==> src/rtl/uart_tx_fifo_pkg.sv <==
// Shared UART handshake encodings and FIFO sizing defaults for the TX/RX byte FIFOs.
package uart_tx_fifo_pkg;

  localparam int unsigned DEFAULT_ADDR_W = 4;

  // One-hot handshake states, kept shared so an RX-side FIFO can reuse them.
  typedef enum logic [2:0] {
    S_IDLE = 3'b001,
    S_REQ  = 3'b010,
    S_WAIT = 3'b100
  } hs_state_t;

endpackage

==> src/rtl/uart_tx_fifo_mem.sv <==
// 2^ADDR_W x 8 dual-port storage: synchronous write, asynchronous read by address.
module fifo_mem
  import uart_tx_fifo_pkg::*;
#(
  parameter int unsigned ADDR_W = DEFAULT_ADDR_W
) (
  input  logic              clock,
  input  logic              wr_en,
  input  logic [ADDR_W-1:0] wr_addr,
  input  logic [7:0]        wr_data,
  input  logic [ADDR_W-1:0] rd_addr,
  output logic [7:0]        rd_data
);

  logic [7:0] mem [0:(1 << ADDR_W)-1];

  always_ff @(posedge clock) begin
    if (wr_en) mem[wr_addr] <= wr_data;
  end

  assign rd_data = mem[rd_addr];

endmodule

==> src/rtl/uart_tx_fifo.sv <==
// Byte FIFO feeding the UART transmitter; drains one byte per tx_ready/tx_done handshake.
module uart_tx_fifo
  import uart_tx_fifo_pkg::*;
#(
  parameter int unsigned ADDR_W = DEFAULT_ADDR_W
) (
  input  logic            clock,
  input  logic            reset,
  input  logic [7:0]      wr_data,
  input  logic            wr_en,
  input  logic            flush,
  output logic            full,
  output logic            empty,
  output logic [ADDR_W:0] count,
  output logic            overflow,
  output logic [7:0]      uart_tx_data,
  output logic            uart_tx_ready,
  input  logic            uart_tx_done
);

  localparam logic [ADDR_W:0] DEPTH = {1'b1, {ADDR_W{1'b0}}};

  logic [ADDR_W-1:0] wr_ptr;
  logic [ADDR_W-1:0] rd_ptr;
  logic [7:0]        rd_data;
  logic              push;
  logic              pop;
  hs_state_t         state;

  assign full  = (count == DEPTH);
  assign empty = (count == '0);

  // Flush wins over a same-cycle push and suppresses any dequeue of stale contents.
  assign push = wr_en && !full && !flush;
  assign pop  = (state == S_IDLE) && !empty && uart_tx_done && !flush;

  fifo_mem #(
    .ADDR_W(ADDR_W)
  ) u_mem (
    .clock   (clock),
    .wr_en   (push),
    .wr_addr (wr_ptr),
    .wr_data (wr_data),
    .rd_addr (rd_ptr),
    .rd_data (rd_data)
  );

  always_ff @(posedge clock or negedge reset) begin
    if (!reset) begin
      wr_ptr   <= '0;
      rd_ptr   <= '0;
      count    <= '0;
      overflow <= 1'b0;
    end else if (flush) begin
      wr_ptr   <= '0;
      rd_ptr   <= '0;
      count    <= '0;
      overflow <= 1'b0;
    end else begin
      if (push) wr_ptr <= wr_ptr + ADDR_W'(1);
      if (pop)  rd_ptr <= rd_ptr + ADDR_W'(1);
      if (wr_en && full) overflow <= 1'b1;
      case ({push, pop})
        2'b10:   count <= count + (ADDR_W+1)'(1);
        2'b01:   count <= count - (ADDR_W+1)'(1);
        default: count <= count;
      endcase
    end
  end

  // Flush is not seen here beyond gating pop: REQ/WAIT always finish the UART handshake.
  always_ff @(posedge clock or negedge reset) begin
    if (!reset) begin
      state         <= S_IDLE;
      uart_tx_data  <= '0;
      uart_tx_ready <= 1'b0;
    end else begin
      case (state)
        S_IDLE: begin
          if (pop) begin
            uart_tx_data  <= rd_data;
            uart_tx_ready <= 1'b1;
            state         <= S_REQ;
          end
        end
        S_REQ: begin
          if (!uart_tx_done) begin
            uart_tx_ready <= 1'b0;
            state         <= S_WAIT;
          end
        end
        S_WAIT: begin
          if (uart_tx_done) state <= S_IDLE;
        end
        default: begin
          uart_tx_ready <= 1'b0;
          state         <= S_IDLE;
        end
      endcase
    end
  end

endmodule

==> config.mk <==
export PLATFORM = sky130hd
export DESIGN_NAME = uart_tx_fifo
export DESIGN_NICKNAME = d
export VERILOG_FILES = /design/src/rtl/uart_tx_fifo_pkg.sv /design/src/rtl/uart_tx_fifo_mem.sv /design/src/rtl/uart_tx_fifo.sv
export SDC_FILE = /design/constraint.sdc
export NUM_CORES = 1
export LEC_CHECK = 0
export BUFFER_PORTS_ARGS = -buffer_cell sky130_fd_sc_hd__clkbuf_2
export CORE_MARGIN = 4
export CORE_UTILIZATION = 30
export DETAILED_ROUTE_END_ITERATION = 8
export HOLD_SLACK_MARGIN = 0.06
export PLACE_DENSITY = 0.5
export SLEW_MARGIN = 20
export SYNTH_ARGS = -nofsm -noshare
export SYNTH_HDL_FRONTEND = slang
export SYNTH_SLANG_ARGS = --single-unit
==> constraint.sdc <==
create_clock -name clock -period 4 [get_ports clock]
set_input_delay 0.4 -clock clock [delete_from_list [all_inputs] [get_ports clock]]
set_output_delay 0.4 -clock clock [all_outputs]
set_load 0.01 [all_outputs]
==> results of run 1 <==
registers in the layout (all words and copies together) (netlist names):
| register | flops |
|---|---|
| wr_ptr | 4 |
| u_mem.mem | 128 |
| uart_tx_data | 8 |
| rd_ptr | 4 |
| uart_tx_ready | 1 |
| overflow | 1 |
| count | 5 |
| state | 3 |
cell usage after synthesis, drive strengths merged:
cell | instances | share of area (%)
a211oi | 1 | 0.12
or3 | 2 | 0.20
xnor2 | 6 | 0.96
or4 | 1 | 0.18
ha | 8 | 1.6
a32oi | 1 | 0.14
and2 | 2 | 0.20
o221ai | 8 | 1.1
o311a | 1 | 0.16
inv | 7 | 0.42
nor4 | 1 | 0.10
nor2b | 2 | 0.20
nand4 | 1 | 0.10
nor2 | 39 | 2.3
nand2b | 1 | 0.10
buf | 7 | 0.64
o31ai | 2 | 0.24
dfstp | 1 | 0.42
xor2 | 4 | 0.56
a22oi | 1 | 0.12
or2 | 1 | 0.10
edfxtp | 128 | 61
dfrtp | 25 | 10
nand3 | 2 | 0.16
mux2i | 18 | 2.9
nor3 | 2 | 0.24
a21bo | 1 | 0.16
nand2 | 16 | 0.96
a21oi | 7 | 0.56
a21boi | 1 | 0.12
clkbuf | 10 | 0.60
and4bb | 1 | 0.20
o211ai | 2 | 0.32
a21o | 1 | 0.12
mux4 | 32 | 11
o41ai | 1 | 0.14
fa | 1 | 0.32
o21ai | 2 | 0.34
o21a | 1 | 0.12
worst max-delay path by stage:
stage                               startpoint                   end  slack, ns  cells past startpoint
after floorplan           count[1]$_DFFE_PN0P_  count[4]$_DFFE_PN0P_       0.97                     10
after global placement    count[0]$_DFFE_PN0P_  count[4]$_DFFE_PN0P_       1.26                     10
after detailed placement  count[1]$_DFFE_PN0P_  count[4]$_DFFE_PN0P_       1.16                     10
after CTS                 count[1]$_DFFE_PN0P_  count[4]$_DFFE_PN0P_       1.15                     10
after global routing      count[1]$_DFFE_PN0P_  count[4]$_DFFE_PN0P_       0.99                     10
final                     count[1]$_DFFE_PN0P_  count[4]$_DFFE_PN0P_       1.15                     10
worst max-delay path, stage by stage (launching register included):
cell,delay [ns]
sky130_fd_sc_hd__dfrtp_1,0.44
sky130_fd_sc_hd__nor4_1,0.34
sky130_fd_sc_hd__a21boi_0,0.14
sky130_fd_sc_hd__buf_4,0.21
sky130_fd_sc_hd__nor2_1,0.26
sky130_fd_sc_hd__ha_1,0.33
sky130_fd_sc_hd__nor2b_1,0.14
sky130_fd_sc_hd__o21a_1,0.20
sky130_fd_sc_hd__o311a_1,0.30
sky130_fd_sc_hd__a32oi_1,0.15
sky130_fd_sc_hd__a21bo_2,0.23
stage by stage:
| step | setup slack, ns | instances | power (mW) | area [um2] |
|---|---|---|---|---|
| after detailed placement | 1.16 | 634 | 2.75 | 6720 |
| after global placement | 1.26 | 634 | 2.73 | 6720 |
| final | 1.15 | 667 | 4.27 | 7300 |
| after floorplan | 0.965 | 348 | 2.49 | 6270 |
| after global routing | 0.991 | 667 | 4.46 | 7300 |
| after CTS | 1.15 | 667 | 4.32 | 7300 |
layout by cell type (no fill, tap or decap), types with 4 or more instances in the layout:
cell,instances
sky130_fd_sc_hd__edfxtp_1,128
sky130_fd_sc_hd__nor2_1,39
sky130_fd_sc_hd__mux4_2,32
sky130_fd_sc_hd__clkbuf_2,29
sky130_fd_sc_hd__dfrtp_1,24
sky130_fd_sc_hd__mux2i_1,18
sky130_fd_sc_hd__clkbuf_16,17
sky130_fd_sc_hd__nand2_1,16
sky130_fd_sc_hd__o221ai_1,8
sky130_fd_sc_hd__ha_1,8
sky130_fd_sc_hd__inv_1,7
sky130_fd_sc_hd__a21oi_1,7
sky130_fd_sc_hd__xnor2_1,5
sky130_fd_sc_hd__xor2_1,4
power breakdown:
| part | leakage [nW] | switching (mW) | internal [mW] |
|---|---|---|---|
| Combinational | 0.669 | 0.400 | 0.362 |
| Sequential | 1.49 | 0.111 | 1.83 |
| Clock | 0.274 | 0.646 | 0.922 |
| Total | 2.44 | 1.16 | 3.11 |
final cells by class:
cell class                      count  area [um2]  area share [%]
Timing Repair Buffer               34         198            2.71
Multi-Input combinational cell    170        1670            22.9
Sequential cell                   154        4500            61.6
Clock buffer                       18         429            5.88
Inverter                            7        26.3           0.360
Tap cell                          270         338            4.62
Clock inverter                     14         146            2.00
cells by family after synthesis:
family / share of synthesized area, %
flip-flops: 71.7
AND/OR/NAND/NOR: 5.07
multiplexers: 14.4
AO/OA/AOI/OAI: 3.77
buffers and inverters: 1.66
XOR/XNOR: 1.52
adder cells (fa/ha/maj): 1.92
layer usage:
layer / GRT usage [%] / up-vias / wire length [um]
met1: 15.1 / 1672 / 5940
met3: 3.81 / 9 / 591
met2: 18.3 / 72 / 6390
li1: - / 1435 / -
met4: 3.27 / 0 / 136
met5: 0 / - / 0
==> flow_summary.toml, run 1 <==
[route]
route.detailed.vias_per_inst = 4.78
total_iterations_of_the_first_detailed_routing_run = 4
wl_per_cell_um = 19.6
drcViolationCount = 0
routed_wirelength_mm = 13.1
ant_nets = 0
detailroute.via_count = 3188
initialDrtViolationCount = 150

[cts]
cts-htree-levels = 4
inserted_clock_buffers = 17
ctsRootBufferMaster = "sky130_fd_sc_hd__clkbuf_16"
cts.repair_timing.setup_buffer_count = 0
cts.repair.resized = 0
clock-sinks = 154
cts_hold_buf = 1
cts.clk_slew.worst_paths_ns = 0.06
clock_insertion_delay_worst_skew_ns = 0.42
cts_tree = "built"
cts-root-to-sink-buffers = 2

[worst_setup_path]
critical_path.endpoint_type = "register"
crit_arrival_ns = 3.16
worst-r2r-cell-count = 10
setup.worst_path.class = "register to register"
crit-reg2reg-launch = "count[1]$_DFFE_PN0P_"
crit_required_ns = 4.31
timing.reg2reg.setup_slack_ns = 1.15
rr_endpoint = "count[4]$_DFFE_PN0P_"
cp_max_fo = 13
critPathLaunchType = "register"

[global_route]
grt.total_usage_pct = 11.5
first_global_vias = 3297
pin_count_of_the_biggest_net_entering_global_routing = 35
grt_antenna_before_repair = 0
grt_overflow_total = 0
grt_first_pass_wirelength_mm = 19.9

[run]
max_cap_viol_count = 0

[timing]
hold_ws_ns = 0.192
worst_skew_ns = 0.00733
report.final.hold_viol_count = 0
period_minus_slack_ns = 2.85
finalSetupTns_ns = 0
setup_violations = 0
maxSlewHeadroom_pct = 28.2
achievable-frequency_mhz = 351
rsz0062_at_grt = "false"
fin_crit_sh_pct = 71.2
slew_limit_fails = 0
worstMarginPinSlew_ns = 1.07

[power]
power.density_nw_per_um2 = 585
max-vdd-ir-drop_mv = 0.247
leakagePower_nw = 2.44

[floorplan]
site_row_count = 52
initial_utilization_pct = 30.8
top_level_ports = 30
die_area_um2 = 23300
die_width_um = 153
dieHeight_um = 153
core_area_um2 = 20400

[placement]
detailedPlacementHpwl_mm = 8.28
gp_congestion = 0.761
place.port_buffers = 29

[layout]
num-fill-cells = 1876
antennaDiodeCount = 0
area_growth_pct = 16.5
utilization_pct = 35.9
nNetsFinal = 406
drive_above_1_share_pct = 26.2

[synth]
synth-seq-cells = 154
syn-mean-instance-area_um2 = 18.0
netlist_area_um2 = 6270
synth_warnings = 0
netlist_instances = 348
synthesis.nets = 370
ys_seq_area_share_pct = 71.7
synth_cell_type_count = 44

[worst_hold_path]
hold_path_class = "primary input to register"
count_of_cells_along_the_worst_hold_path = 2
hold-path-endpoint = "state[2]$_DFFE_PN0P_"
hold_path_startpoint = "uart_tx_done"

[outcome]
outcome = "complete, no violations"
No activity file was read; power rests on OpenSTA's default activity.
==> inputs of run 2 (changes only) <==
- ABC_AREA: default -> 1
- clock period: 4 -> 2.75 ns (I/O delays scaled with it)
==> run 2 against run 1 <==
  * Cell area increased by 3.6%
  * Non-clock buffer count increased by 9
  * Via count increased by 36%
  * Global-route usage increased by 1.8 points
  * First-iteration DRC count increased by 53%
  * Setup slack got worse by 0.67 ns
  * Largest cell class unchanged
  * Worst hold slack got worse by 0.10 ns
  * Final cell count increased by 39%
  * Critical path type unchanged
  * Die area increased by 5.0%
==> flow_summary.toml, run 2 <==
[outcome]
outcome = "complete, no violations"

[synth]
synth_warnings = 0
synth-seq-cells = 154
synth_top_cells_by_area = "sky130_fd_sc_hd__edfxtp_1 (58%), sky130_fd_sc_hd__dfrtp_1 (9.5%), sky130_fd_sc_hd__nor2_1 (7.6%)"
postSynth.asyncResetShare_pct = 16.9
yosysMostFrequentCell = "sky130_fd_sc_hd__nor2_1"
synth_edf_count = 128
synth_top_cell_by_area = "sky130_fd_sc_hd__edfxtp_1"
ys_dominant_reg_cell = "sky130_fd_sc_hd__edfxtp_1"
synthesis.nets = 623
netlist_area_um2 = 6600
netlist_instances = 601
synth.cells.most_frequent = "sky130_fd_sc_hd__nor2_1 (134), sky130_fd_sc_hd__edfxtp_1 (128), sky130_fd_sc_hd__nand2_1 (97)"
synth_cell_type_count = 28
syn-mean-instance-area_um2 = 11.0
ys_seq_area_share_pct = 68.1
synth_top_area_share_pct = 58.2

[global_route]
grt_overflow_total = 0
grt_most_used_layer = "met2"
pin_count_of_the_biggest_net_entering_global_routing = 67
grt.total_usage_pct = 13.3
grt_antenna_before_repair = 0
grt_first_pass_wirelength_mm = 24.5
use_met3_pct = 2.32
globalRouteMet1Util_pct = 16.5
grt.met2_usage_pct = 22.3
first_global_vias = 4360

[layout]
multiInputGateArea_um2 = 1820
largest_register_ffs = 128
max_flop_register = "u_mem.mem"
most_frequent_standard_cell_in_the_layout_excluding_fill_and_tap_cells = "sky130_fd_sc_hd__nor2_1"
largestRegisters = "u_mem.mem: 128 flops, uart_tx_data: 8 flops, count: 5 flops"
antennaDiodeCount = 0
sequential_cell_area_um2 = 4500
commonest_cells_after_routing_fill_and_taps_aside = "sky130_fd_sc_hd__nor2_1 (134), sky130_fd_sc_hd__edfxtp_1 (128), sky130_fd_sc_hd__nand2_1 (97), sky130_fd_sc_hd__nand3_1 (59), sky130_fd_sc_hd__o21ai_1 (46)"
nNetsFinal = 658
num-fill-cells = 2188
drive_above_1_share_pct = 13.6
postLayoutCellArea_um2 = 7570
area_growth_pct = 14.6

[cts]
cts_tree = "built"
cts.clk_slew.worst_paths_ns = 0.06
cts-root-to-sink-buffers = 2
clock_insertion_delay_worst_skew_ns = 0.43
ctsRootBufferMaster = "sky130_fd_sc_hd__clkbuf_16"
inserted_clock_buffers = 17
clock-sinks = 154
cts-htree-levels = 4

[placement]
placement.setup.worst_slack_ns = 0.503
placed_cell_area_um2 = 7000
gp_congestion = 0.783
place.port_buffers = 29
detailedPlacementHpwl_mm = 10.0

[route]
wl_per_cell_um = 16.7
initialDrtViolationCount = 230
drcViolationCount = 0
routed_wirelength_mm = 15.5
detailroute.via_count = 4338
total_iterations_of_the_first_detailed_routing_run = 5
ant_nets = 0
route.detailed.vias_per_inst = 4.67

[worst_setup_path]
timing.reg2reg.setup_slack_ns = 0.49
max_incr_delay_on_cp_ns = 0.43
critical_path.endpoint_type = "register"
setup.worst_path.class = "register to register"
worstPathCellList = "nor2_1 > nand3_2 > nand2_4 > inv_2 > nor2_2 > ha_1 > a21oi_1 > nand3_1 > nand2_1 > inv_1 > nand2_1 > nand2_1 > nand2_1 > nand2_1"
slowest_stage = "sky130_fd_sc_hd__dfrtp_1"
crit_arrival_ns = 2.58
crit-reg2reg-launch = "count[1]$_DFFE_PN0P_"
worst-r2r-cell-count = 14
critPathLaunchType = "register"
path_common_cell = "sky130_fd_sc_hd__nand2_1"
rr_endpoint = "count[4]$_DFFE_PN0P_"
cp_max_fo = 6
crit_required_ns = 3.07

[timing]
maxSlewHeadroom_pct = 46.6
setup_violations = 0
fin_ws_ns = 0.486
finalSetupTns_ns = 0
period_minus_slack_ns = 2.26
worst_skew_ns = 0.00672
worstMarginPinSlew_ns = 0.797
fin_crit_sh_pct = 82.3
rsz0062_at_grt = "false"
report.final.hold_viol_count = 0
achievable-frequency_mhz = 442
slew_limit_fails = 0

[worst_hold_path]
hold_path_startpoint = "flush"
hold-path-endpoint = "overflow$_DFFE_PN0P_"
hold_path_class = "primary input to register"
count_of_cells_along_the_worst_hold_path = 2

[floorplan]
site_row_count = 54
core_area_um2 = 21800
die_width_um = 156
initial_utilization_pct = 30.3
die_area_um2 = 24400
top_level_ports = 30
dieHeight_um = 156

[power]
leakagePower_nw = 2.84
p_total_mw = 6.61
max-vdd-ir-drop_mv = 0.471
power.density_nw_per_um2 = 873

[run]
max_cap_viol_count = 0
run 2: changes by cell type after synthesis, moves of 18 or more:
cell / change
sky130_fd_sc_hd__nand2_1: +81
sky130_fd_sc_hd__nor2_1: +95
sky130_fd_sc_hd__mux4_2: -32
sky130_fd_sc_hd__o21ai_0: +21
sky130_fd_sc_hd__mux2i_1: -18
sky130_fd_sc_hd__nand3_1: +57
sky130_fd_sc_hd__o21ai_1: +46
run 2: layout make-up:
type	count	share of cell area [%]
inverters	23	1.14
multi-input cells	397	24.1
clock buffers	18	5.67
repair buffers	43	3.34
flip-flops and latches	154	59.4
well taps	280	4.63
clock inverters	13	1.70
run 2: routing by layer:
layer	up-vias	part of all wire (%)
li1	2129	-
met1	2102	44
met2	77	50
met3	30	3.0
met4	0	3.3
met5	-	0
run 2: worst max-delay path: cells and delay by family, from the launching register on:
family	cells	cell delay, ns
AO/OA/AOI/OAI	1	0.23
adder cells (fa/ha/maj)	1	0.31
buffers and inverters	2	0.11
flip-flops	1	0.43
AND/OR/NAND/NOR	10	1.08
run 2: worst max-delay path by stage:
stage,start,to,slack (ns)
finish,count[1]$_DFFE_PN0P_,count[4]$_DFFE_PN0P_,0.49
global route,count[1]$_DFFE_PN0P_,count[4]$_DFFE_PN0P_,0.22
CTS,count[1]$_DFFE_PN0P_,count[4]$_DFFE_PN0P_,0.49
detailed placement,count[1]$_DFFE_PN0P_,count[4]$_DFFE_PN0P_,0.50
global placement,count[1]$_DFFE_PN0P_,count[4]$_DFFE_PN0P_,0.58
floorplan,count[1]$_DFFE_PN0P_,count[4]$_DFFE_PN0P_,0.70
run 2: kinds of logic after synthesis:
logic type	after synthesis	share of synthesized area, %
buffers and inverters	50	4.28
xor gates and xnor gates	2	0.265
AOI/OAI and AO/OA	75	5.72
adders and majority gates	9	1.82
DFF	154	68.1
and+or+nand+nor	311	19.8
run 2: where the power goes:
group	switching (mW)	internal [mW]	leakage, nW
registers	0.106	2.67	1.49
logic	1.09	0.511	1.08
clock network	0.910	1.32	0.259
total	2.11	4.50	2.84
run 2: timing repair:
item                                   CTS  global route
hold buffers                             1             0
resized for setup                        0             0
setup buffers                            0             0
endpoints found under the hold margin   25             0
setup endpoints to repair                0             0
run 2: per-stage QoR:
stage,hold slack (ns),instances,util [%]
6_report,0.0906,928,34.8
3_3_place_gp,0.326,896,32.2
2_1_floorplan,-0.0206,601,-
3_5_place_dp,0.335,896,32.2
4_1_cts,0.0767,928,34.8
5_1_grt,0.0959,928,34.8
==> inputs of run 3 (changes only) <==
- PLACE_DENSITY: 0.5 -> 0.51
- clock period: 2.75 -> 2 ns (I/O delays scaled with it)
==> run 3 against run 2 <==
  * The run now ends with setup timing left
  * First-iteration DRC count down 10%
  * Critical path depth down 1
  * Maximum frequency up 9.6%
  * Critical path type unchanged
  * Critical endpoint unchanged
  * Largest power group unchanged
==> flow_summary.toml, run 3 (synthesis gave the netlist of run 2 again) <==
[outcome]
outcome = "finished with violations"
violations = "setup timing"

[global_route]
grt_first_pass_wirelength_mm = 24.1
first_global_vias = 4497
grt_antenna_before_repair = 0
pin_count_of_the_biggest_net_entering_global_routing = 55
grt_overflow_total = 0
grt.total_usage_pct = 13.1

[worst_hold_path]
hold_path_class = "primary input to register"

[cts]
clock_insertion_delay_worst_skew_ns = 0.42
cts_tree = "built"
cts-root-to-sink-buffers = 2
cts.clk_slew.worst_paths_ns = 0.05
ctsRootBufferMaster = "sky130_fd_sc_hd__clkbuf_16"
clock-sinks = 154
inserted_clock_buffers = 17
cts-htree-levels = 4

[worst_setup_path]
crit_required_ns = 2.31
worstPathCellList = "nand4_1 > nor2_2 > nand3_2 > fa_2 > nand3b_1 > nand2_1 > nand2_1 > nand2_1 > inv_1 > nand2_1 > nand2_1 > nand2_1 > nand2_1"
critical_path.n_buffers_inverters = 1
slowest_stage = "sky130_fd_sc_hd__dfstp_2"
crit_arrival_ns = 2.37
critical_path.endpoint_type = "register"
cp_max_fo = 3
setup.worst_path.class = "register to register"
path_common_cell = "sky130_fd_sc_hd__nand2_1"
critical-path-top-delay-family = "simple AND/OR/NAND/NOR gates"
max_incr_delay_on_cp_ns = 0.56
critPathLaunchType = "register"

[layout]
commonest_cells_after_routing_fill_and_taps_aside = "sky130_fd_sc_hd__edfxtp_1 (128), sky130_fd_sc_hd__nor2_1 (120), sky130_fd_sc_hd__nand2_1 (97), sky130_fd_sc_hd__nand3_1 (58), sky130_fd_sc_hd__o21ai_1 (46)"
antennaDiodeCount = 0
drive_above_1_share_pct = 17.9
largestRegisters = "u_mem.mem: 128 flops, uart_tx_data: 8 flops, count: 5 flops"
area_growth_pct = 17.9
max_flop_register = "u_mem.mem"
most_frequent_standard_cell_in_the_layout_excluding_fill_and_tap_cells = "sky130_fd_sc_hd__edfxtp_1"
largest_register_ffs = 128
nNetsFinal = 672
utilization_pct = 35.8

[route]
detailroute.via_count = 4395
ant_nets = 0
route.detailed.vias_per_inst = 4.67
routed_wirelength_mm = 15.4
drcViolationCount = 0
total_iterations_of_the_first_detailed_routing_run = 7
initialDrtViolationCount = 206
wl_per_cell_um = 16.4

[floorplan]
initial_utilization_pct = 30.3
site_row_count = 54
top_level_ports = 30
die_width_um = 156
core_area_um2 = 21800
dieHeight_um = 156
die_area_um2 = 24400

[timing]
hold_ws_ns = 0.0884
maxSlewHeadroom_pct = 49.3
worst_skew_ns = 0.00677
achievable-frequency_mhz = 484
worstMarginPinSlew_ns = 0.758
period_minus_slack_ns = 2.07
fin_crit_sh_pct = 103
report.final.hold_viol_count = 0
setup_violations = 1
fin_ws_ns = -0.0652
rsz0062_at_grt = "true"
slew_limit_fails = 0

[power]
leakagePower_nw = 2.92
p_total_mw = 9.28
power.density_nw_per_um2 = 1190
max-vdd-ir-drop_mv = 0.569

[placement]
detailedPlacementHpwl_mm = 10.2
gp_congestion = 0.779
place.port_buffers = 29

[run]
max_cap_viol_count = 0
==> run 3: area by class of cell <==
cell class	instances	area (um2)
clock buffer	19	433
clock inverter	11	106
fill	2170	14000
inverter	23	86.3
multi-input combinational	397	1910
sequential	154	4500
tap	280	350
timing repair buffer	57	398
==> run 3: worst paths after layout <==
kind | start | endpoint | slack, ns | cells past startpoint
min in group asynchronous | reset | uart_tx_data[2]$_DFFE_PN0P_ | 0.37 | 2
worst max register to register | state[0]$_DFFE_PN1P_ | count[4]$_DFFE_PN0P_ | -0.07 | 13
max in group asynchronous | reset | rd_ptr[0]$_DFFE_PN0P_ | 1.14 | 2
worst min-delay path | flush | overflow$_DFFE_PN0P_ | 0.09 | 3
worst max-delay path | state[0]$_DFFE_PN1P_ | count[4]$_DFFE_PN0P_ | -0.07 | 13
worst min register to register | uart_tx_data[5]$_DFFE_PN0P_ | uart_tx_data[5]$_DFFE_PN0P_ | 0.49 | 2
==> run 3: metal layers <==
| metal | vias up | routed length [um] | GRT usage [%] |
|---|---|---|---|
| li1 | 2159 | - | - |
| met2 | 76 | 7910 | 22.5 |
| met4 | 0 | 362 | 5.74 |
| met3 | 22 | 669 | 2.24 |
| met1 | 2138 | 6510 | 16.3 |
| met5 | - | 0 | 0 |
==> run 3: worst min-delay path, stage by stage <==
cell and delay, ns:
sky130_fd_sc_hd__clkbuf_2 0.09, sky130_fd_sc_hd__buf_4 0.13, sky130_fd_sc_hd__nor2_1 0.05
==> run 3: metrics by stage <==
step / setup WS, ns / instance area [um2] / TNS (ns) / instances
4_1_cts: -0.0145 / 7710 / -0.0145 / 941
3_5_place_dp: -0.0914 / 7130 / -0.0914 / 908
3_3_place_gp: -0.0102 / 7130 / -0.0102 / 908
6_report: -0.0652 / 7780 / -0.0652 / 941
5_1_grt: -0.236 / 7780 / -0.317 / 941
2_1_floorplan: 0.00171 / 6600 / 0 / 601
==> run 3: what timing repair did <==
action | 4_1_cts | 5_1_grt
resized for setup | 5 | 17
hold buffers | 2 | 0
endpoints found under the setup margin | 1 | 82
hold endpoints to repair | 26 | 0
pin swaps | 1 | 1
setup buffers | 1 | 0
==> run 3: power by group <==
| group | switching (mW) | internal [mW] |
|---|---|---|
| sequential | 0.144 | 3.67 |
| combinational | 1.58 | 0.916 |
| clock | 1.18 | 1.79 |
